$ cat config.mk
export PLATFORM = sky130hd
export DESIGN_NAME = alu_arbiter
export DESIGN_NICKNAME = d
export VERILOG_FILES = /design/src/rtl/alu_arbiter.sv
export SDC_FILE = /design/constraint.sdc
export NUM_CORES = 1
export LEC_CHECK = 0
export CAP_MARGIN = 5
export CORE_ASPECT_RATIO = 1.4
export CORE_MARGIN = 1
export CORE_UTILIZATION = 38
export DETAILED_ROUTE_END_ITERATION = 10
export HOLD_SLACK_MARGIN = 0.02
export PLACE_DENSITY = 0.84
export RECOVER_POWER = 50
export SLEW_MARGIN = 25
export SYNTH_ARGS = -nofsm -noshare
export SYNTH_HDL_FRONTEND = slang
export SYNTH_SLANG_ARGS = --single-unit
$ cat constraint.sdc
create_clock -name clk -period 3.8 [get_ports clk]
set_clock_uncertainty 0.05 [all_clocks]
set_input_delay 0.76 -clock clk [delete_from_list [all_inputs] [get_ports clk]]
set_output_delay 0.76 -clock clk [all_outputs]
set_load 0.05 [all_outputs]
$ cat src/rtl/alu_arbiter.sv
// alu_arbiter: two requesters share one combinational ALU through an IDLE/EXEC/RESP sequencer.
// Latency: accept at edge N, result captured at N+1, rsp_valid from the cycle after N+1; >=3 cycles between accepts.
// Backpressure: response held until rsp_ready; both readys stay low while an operation or response is outstanding.
// Build option ALU_ARB_RR_EN: round-robin when both request (default build: fixed priority, requester 0 wins).
module alu_arbiter #(
  parameter int DATA_W = 32,
  parameter int SEL_W  = 4
) (
  input  logic              clk,
  input  logic              rst,
  input  logic              req0_valid,
  output logic              req0_ready,
  input  logic [DATA_W-1:0] req0_a,
  input  logic [DATA_W-1:0] req0_b,
  input  logic [SEL_W-1:0]  req0_sel,
  input  logic              req1_valid,
  output logic              req1_ready,
  input  logic [DATA_W-1:0] req1_a,
  input  logic [DATA_W-1:0] req1_b,
  input  logic [SEL_W-1:0]  req1_sel,
  output logic [DATA_W-1:0] alu_a,
  output logic [DATA_W-1:0] alu_b,
  output logic [SEL_W-1:0]  alu_sel,
  input  logic [DATA_W-1:0] alu_res,
  input  logic              alu_zero,
  output logic              rsp_valid,
  input  logic              rsp_ready,
  output logic              rsp_id,
  output logic [DATA_W-1:0] rsp_res,
  output logic              rsp_zero
);

  typedef enum logic [1:0] {IDLE = 2'd0, EXEC = 2'd1, RESP = 2'd2} state_t;

  state_t            state_q,   state_d;
  logic              gnt_id_q,  gnt_id_d;
  logic [DATA_W-1:0] alu_a_q,   alu_a_d;
  logic [DATA_W-1:0] alu_b_q,   alu_b_d;
  logic [SEL_W-1:0]  alu_sel_q, alu_sel_d;
  logic              rsp_valid_q, rsp_valid_d;
  logic              rsp_id_q,  rsp_id_d;
  logic [DATA_W-1:0] rsp_res_q, rsp_res_d;
  logic              rsp_zero_q, rsp_zero_d;
`ifdef ALU_ARB_RR_EN
  logic              last_gnt_q, last_gnt_d;
`endif

  logic pick;    // requester chosen this cycle (0 or 1)
  logic accept;

  // Arbitration: with a single requester it always wins; a tie is broken by the build option
  always_comb begin
    pick = ~req0_valid;
`ifdef ALU_ARB_RR_EN
    if (req0_valid && req1_valid) begin
      pick = ~last_gnt_q;
    end
`endif
  end

  // Grants only exist in IDLE and never while reset is held
  assign req0_ready = (state_q == IDLE) && !rst && req0_valid && !pick;
  assign req1_ready = (state_q == IDLE) && !rst && req1_valid &&  pick;
  assign accept     = req0_ready || req1_ready;

  // Sequencer next-state: latch operands on accept, capture ALU result after one EXEC cycle, hold response
  always_comb begin
    state_d     = state_q;
    gnt_id_d    = gnt_id_q;
    alu_a_d     = alu_a_q;
    alu_b_d     = alu_b_q;
    alu_sel_d   = alu_sel_q;
    rsp_valid_d = rsp_valid_q;
    rsp_id_d    = rsp_id_q;
    rsp_res_d   = rsp_res_q;
    rsp_zero_d  = rsp_zero_q;
`ifdef ALU_ARB_RR_EN
    last_gnt_d  = last_gnt_q;
`endif
    case (state_q)
      IDLE: begin
        if (accept) begin
          alu_a_d   = pick ? req1_a   : req0_a;
          alu_b_d   = pick ? req1_b   : req0_b;
          alu_sel_d = pick ? req1_sel : req0_sel;
          gnt_id_d  = pick;
`ifdef ALU_ARB_RR_EN
          last_gnt_d = pick;
`endif
          state_d   = EXEC;
        end
      end
      EXEC: begin
        rsp_res_d   = alu_res;
        rsp_zero_d  = alu_zero;
        rsp_id_d    = gnt_id_q;
        rsp_valid_d = 1'b1;
        state_d     = RESP;
      end
      RESP: begin
        if (rsp_ready) begin
          rsp_valid_d = 1'b0;
          state_d     = IDLE;
        end
      end
      default: begin
        rsp_valid_d = 1'b0;
        state_d     = IDLE;
      end
    endcase
  end

  // State and registered outputs; reset abandons any operation in flight
  always_ff @(posedge clk or posedge rst) begin
    if (rst) begin
      state_q     <= IDLE;
      gnt_id_q    <= 1'b0;
      alu_a_q     <= '0;
      alu_b_q     <= '0;
      alu_sel_q   <= '0;
      rsp_valid_q <= 1'b0;
      rsp_id_q    <= 1'b0;
      rsp_res_q   <= '0;
      rsp_zero_q  <= 1'b0;
`ifdef ALU_ARB_RR_EN
      last_gnt_q  <= 1'b1;
`endif
    end else begin
      state_q     <= state_d;
      gnt_id_q    <= gnt_id_d;
      alu_a_q     <= alu_a_d;
      alu_b_q     <= alu_b_d;
      alu_sel_q   <= alu_sel_d;
      rsp_valid_q <= rsp_valid_d;
      rsp_id_q    <= rsp_id_d;
      rsp_res_q   <= rsp_res_d;
      rsp_zero_q  <= rsp_zero_d;
`ifdef ALU_ARB_RR_EN
      last_gnt_q  <= last_gnt_d;
`endif
    end
  end

  assign alu_a     = alu_a_q;
  assign alu_b     = alu_b_q;
  assign alu_sel   = alu_sel_q;
  assign rsp_valid = rsp_valid_q;
  assign rsp_id    = rsp_id_q;
  assign rsp_res   = rsp_res_q;
  assign rsp_zero  = rsp_zero_q;

endmodule

Word level (Yosys, flattened, before mapping)
Cells that the tools add are included.

Register bits after elaboration: 106.

Multiplexer cells: 8. Eq/ne operators: 4. Reductions and logical operators: 11. Bitwise gates (word level): 2.

Operators with widths (number): $mux W32 (2); $pmux W2 S3 (1); $reduce_and A2 Y1 (3); $logic_and A1 B1 Y1 (5); $mux W2 (2); $mux W4 (1); $ne A2 B2 Y1 const B (2); $pmux W1 S3 (1); $eq A2 B1 Y1 const B (1); $eq A2 B2 Y1 const B (1); $logic_not A2 Y1 (1); $not A1 Y1 (2); $logic_not A1 Y1 (1); $logic_or A1 B1 Y1 (1); $mux W1 (1).

Depth between registers and ports, before layout
Depth after elaboration: 7. Gate-level depth with buffers: 6. Depth with buffers taken out: 3.

Least setup slack after synthesis
No wires, ideal clock.

Path kind: input to output. Start point: in req0_valid. End point: out req1_ready. Data arrival time: 1.804 ns. Path buffers: 2. Cell stages on the path: 3. Setup slack: 1.186 ns. Path through: buf_2 clkbuf_1 nor2_1.

Cells in the longest elaborated chain, start to end: 2.

Ends and longest elaborated chain: start, declared (line 11) `input logic req0_valid,`; $not A1 Y1 (line 53) `pick = ~req0_valid;`; $logic_and A1 B1 Y1 (line 63) `assign req1_ready = (state_q == IDLE) && !rst && req1_valid && pick;`; end, declared (line 17) `output logic req1_ready,`.

Every way passes these cells.

Worst setup path after layout
Start point: in rst. End point: out req1_ready.

Cells in the longest elaborated chain, start to end: 4.

Ends and longest elaborated chain: start, declared (line 10) `input logic rst,`; $logic_not A1 Y1 (no source line); $logic_and A1 B1 Y1 (3 in series) (line 63).

Every way passes these cells.

==> results_dict.tcl <==
set metrics [dict create \
    coreArea_um2 12400 \
    r2r-end "alu_b[13]$_DFFE_PP0P_" \
    n_fill_cell 936 \
    crit_type "in2out" \
    drive_above_1_share 0.315 \
    final_common_cell "clkdlybuf4s50_1" \
    grt.total_usage 0.197 \
    crit_family "buffers and inverters" \
    cts_tree "built" \
    worstPathCellList "dlygate4sd3_1, nor3_4, nand2_1, nor2_1, clkdlybuf4s50_1" \
    cp-start-kind "primary input" \
    rows 48 \
    final_cell_mix "clkdlybuf4s50_1, mux2_2, dfrtp_1, clkbuf_16, mux2_1" \
    grt_first_pass_wirelength_mm 20.3 \
    cts_sinks 106 \
    violations "capacitance limit, slew limit" \
    finalHoldViolCount 0 \
    grt_max_degree 67 \
    cts_hold_buf 0 \
    grt_pass1_vias 3911 \
    cap_violations 1 \
    nNetsFinal 757 \
    min_to "rsp_valid$_DFFE_PP0P_" \
    ys_seq_area_frac 0.550 \
    hpwl_mm 10.2 \
    postSynthAreaPerCell_um2 15.6 \
    vias 3613 \
    max_stage_delay_ns 0.84 \
    clk_latency_ns 0.34 \
    cts_root_buffer "clkbuf_16" \
    max_freq_mhz 296 \
    total_power_mw 6.81 \
    route.detailed.drc 0 \
    dieArea_um2 13100 \
    io_pins 279 \
    critPathLaunch "rst" \
    tns_ns 0 \
    yosys_warnings 0 \
    gp_congestion 0.719 \
    path_buf_inv 2 \
    p_leak_nw 3.21 \
    endpoint_kind "output pin" \
    powerDensity_nw_per_um2 851 \
    antenna_found_initial 1 \
    cts_buffer_depth 2 \
    synth.net_count 483 \
    regToRegSetupSlack_ns 1.20 \
    vias_per_cell 4.90 \
    cts_resized 0 \
    r2r_cells 4 \
    cts_max_level 3 \
    syn_inst 309 \
    start_util 0.390 \
    max-vdd-ir-drop_mv 0.588 \
    slew-limit-headroom -0.234 \
    numPortBuffers 278 \
    n_antenna_cell 0 \
    fp.dieH_um 135 \
    wl_per_cell_um 17.4 \
    fin_crit_sh 0.889 \
    hold_slack_ns 0.434 \
    min-delay-path-class "reg2reg" \
    drtIter0Drc 56 \
    rsz0062_at_grt "false" \
    wirelength_mm 12.9 \
    slowest_stage "clkdlybuf4s50_1" \
    max_slew.worst_pin.slew_ns 1.85 \
    grt.overflow.total 0 \
    cp_max_fo 4 \
    area_delta_synth_final_pct 66.2 \
    clkTransAtPathRegs_ns 0.07 \
    min_period_ns 3.38 \
    cts_made_buffers 9 \
    post_cts_buffers 0 \
    status "complete, but fails checks" \
    hold_start "rsp_valid$_DFFE_PP0P_" \
    r2r_start "state_q[0]$_DFFE_PP0P_" \
    postRouteAntennaNets 0 \
    setup_violations 0 \
    final_max_slew_viol_count 36 \
    hold_depth 1 \
    die_w_um 97.2 \
    ys_ff_latch 106 \
    netlist_area_um2 4820 \
    crit_required_ns 2.99 \
    synth_cell_types 18 \
    drt_first_pass_iters 4 \
    worst_ep_arrival_time_ns 2.57 \
]
[worst reg2reg max path: stages, from the launching register on]
cell     delay [ns]
dfrtp_1        0.45
nor3_4         0.26
o21a_1         1.00
buf_12         0.35
mux2_2         0.39
[cell usage after synthesis]
cell type,n,area (um2)
nor2_1,3,11.3
nand2_1,1,3.75
dfrtp_1,106,2650
inv_1,1,3.75
nor2b_1,1,6.26
a21o_1,1,7.51
mux2_2,161,1810
nor3_4,1,16.3
buf_6,1,11.3
buf_2,5,25.0
buf_12,2,40.0
o21a_1,2,15.0
o21ai_0,1,5.00
and2_1,1,6.26
a21oi_1,1,5.00
clkbuf_1,7,26.3
buf_4,5,37.5
mux2_4,9,135
[cells by family (layout without fill, tap and decap cells)]
| group | count (synthesis) | count (layout) | share of synthesized area |
|---|---|---|---|
| AO/OA/AOI/OAI | 5 | 5 | 0.00675 |
| buffers and inverters | 21 | 299 | 0.0298 |
| flip-flops | 106 | 106 | 0.550 |
| multiplexers | 170 | 170 | 0.404 |
| AND/OR/NAND/NOR | 7 | 7 | 0.00909 |
[worst max path at each step]
| stage | cells past startpoint | to |
|---|---|---|
| detailed placement | 4 | req0_ready |
| global placement | 4 | req0_ready |
| CTS | 5 | req1_ready |
| global route | 5 | req1_ready |
| floorplan | 1 | alu_a[0]$_DFFE_PP0P_ |
| finish | 5 | req1_ready |
[state kept, by name, indices dropped and copies added (netlist names)]
| register | cells |
|---|---|
| gnt_id_q | 1 |
| alu_a | 32 |
| alu_sel | 4 |
| rsp_valid | 1 |
| rsp_id | 1 |
| rsp_zero | 1 |
| alu_b | 32 |
| state_q | 2 |
| rsp_res | 32 |
[per-layer routing]
metal  wire [um]  vias up  global-route usage  share of wire
met5          12        -                   0        0.00093
li1            -     1647                   -              -
met3        1170       30              0.0712          0.091
met1        4470     1746               0.212           0.35
met4         377        2              0.0796          0.029
met2        6820      188               0.352           0.53
[where the power goes]
group	internal, mW	switching [mW]	leakage [nW]	total (mW)
Clock	0.661	0.391	0.166	1.05
Combinational	1.47	2.38	1.81	3.86
Sequential	1.64	0.266	1.24	1.91
Total	3.78	3.04	3.21	6.81
[metrics by stage]
step,setup WS (ns),util,cells,instance area (um2)
2_1_floorplan,0.201,-,309,4820
3_3_place_gp,0.511,0.623,722,7710
3_5_place_dp,0.473,0.623,722,7710
4_1_cts,0.463,0.651,737,8050
5_1_grt,0.344,0.648,737,8010
6_report,0.424,0.648,737,8010
[final cells by class]
type / instances / area, um2 / area share
clock buffers: 11 / 243 / 0.0303
inverters: 1 / 3.75 / 0.000469
flip-flops and latches: 106 / 2650 / 0.331
well taps: 150 / 188 / 0.0234
multi-input cells: 182 / 2010 / 0.251
clock inverters: 4 / 98.8 / 0.0123
repair buffers: 283 / 2820 / 0.352
Power figures use the tool's default switching activity.
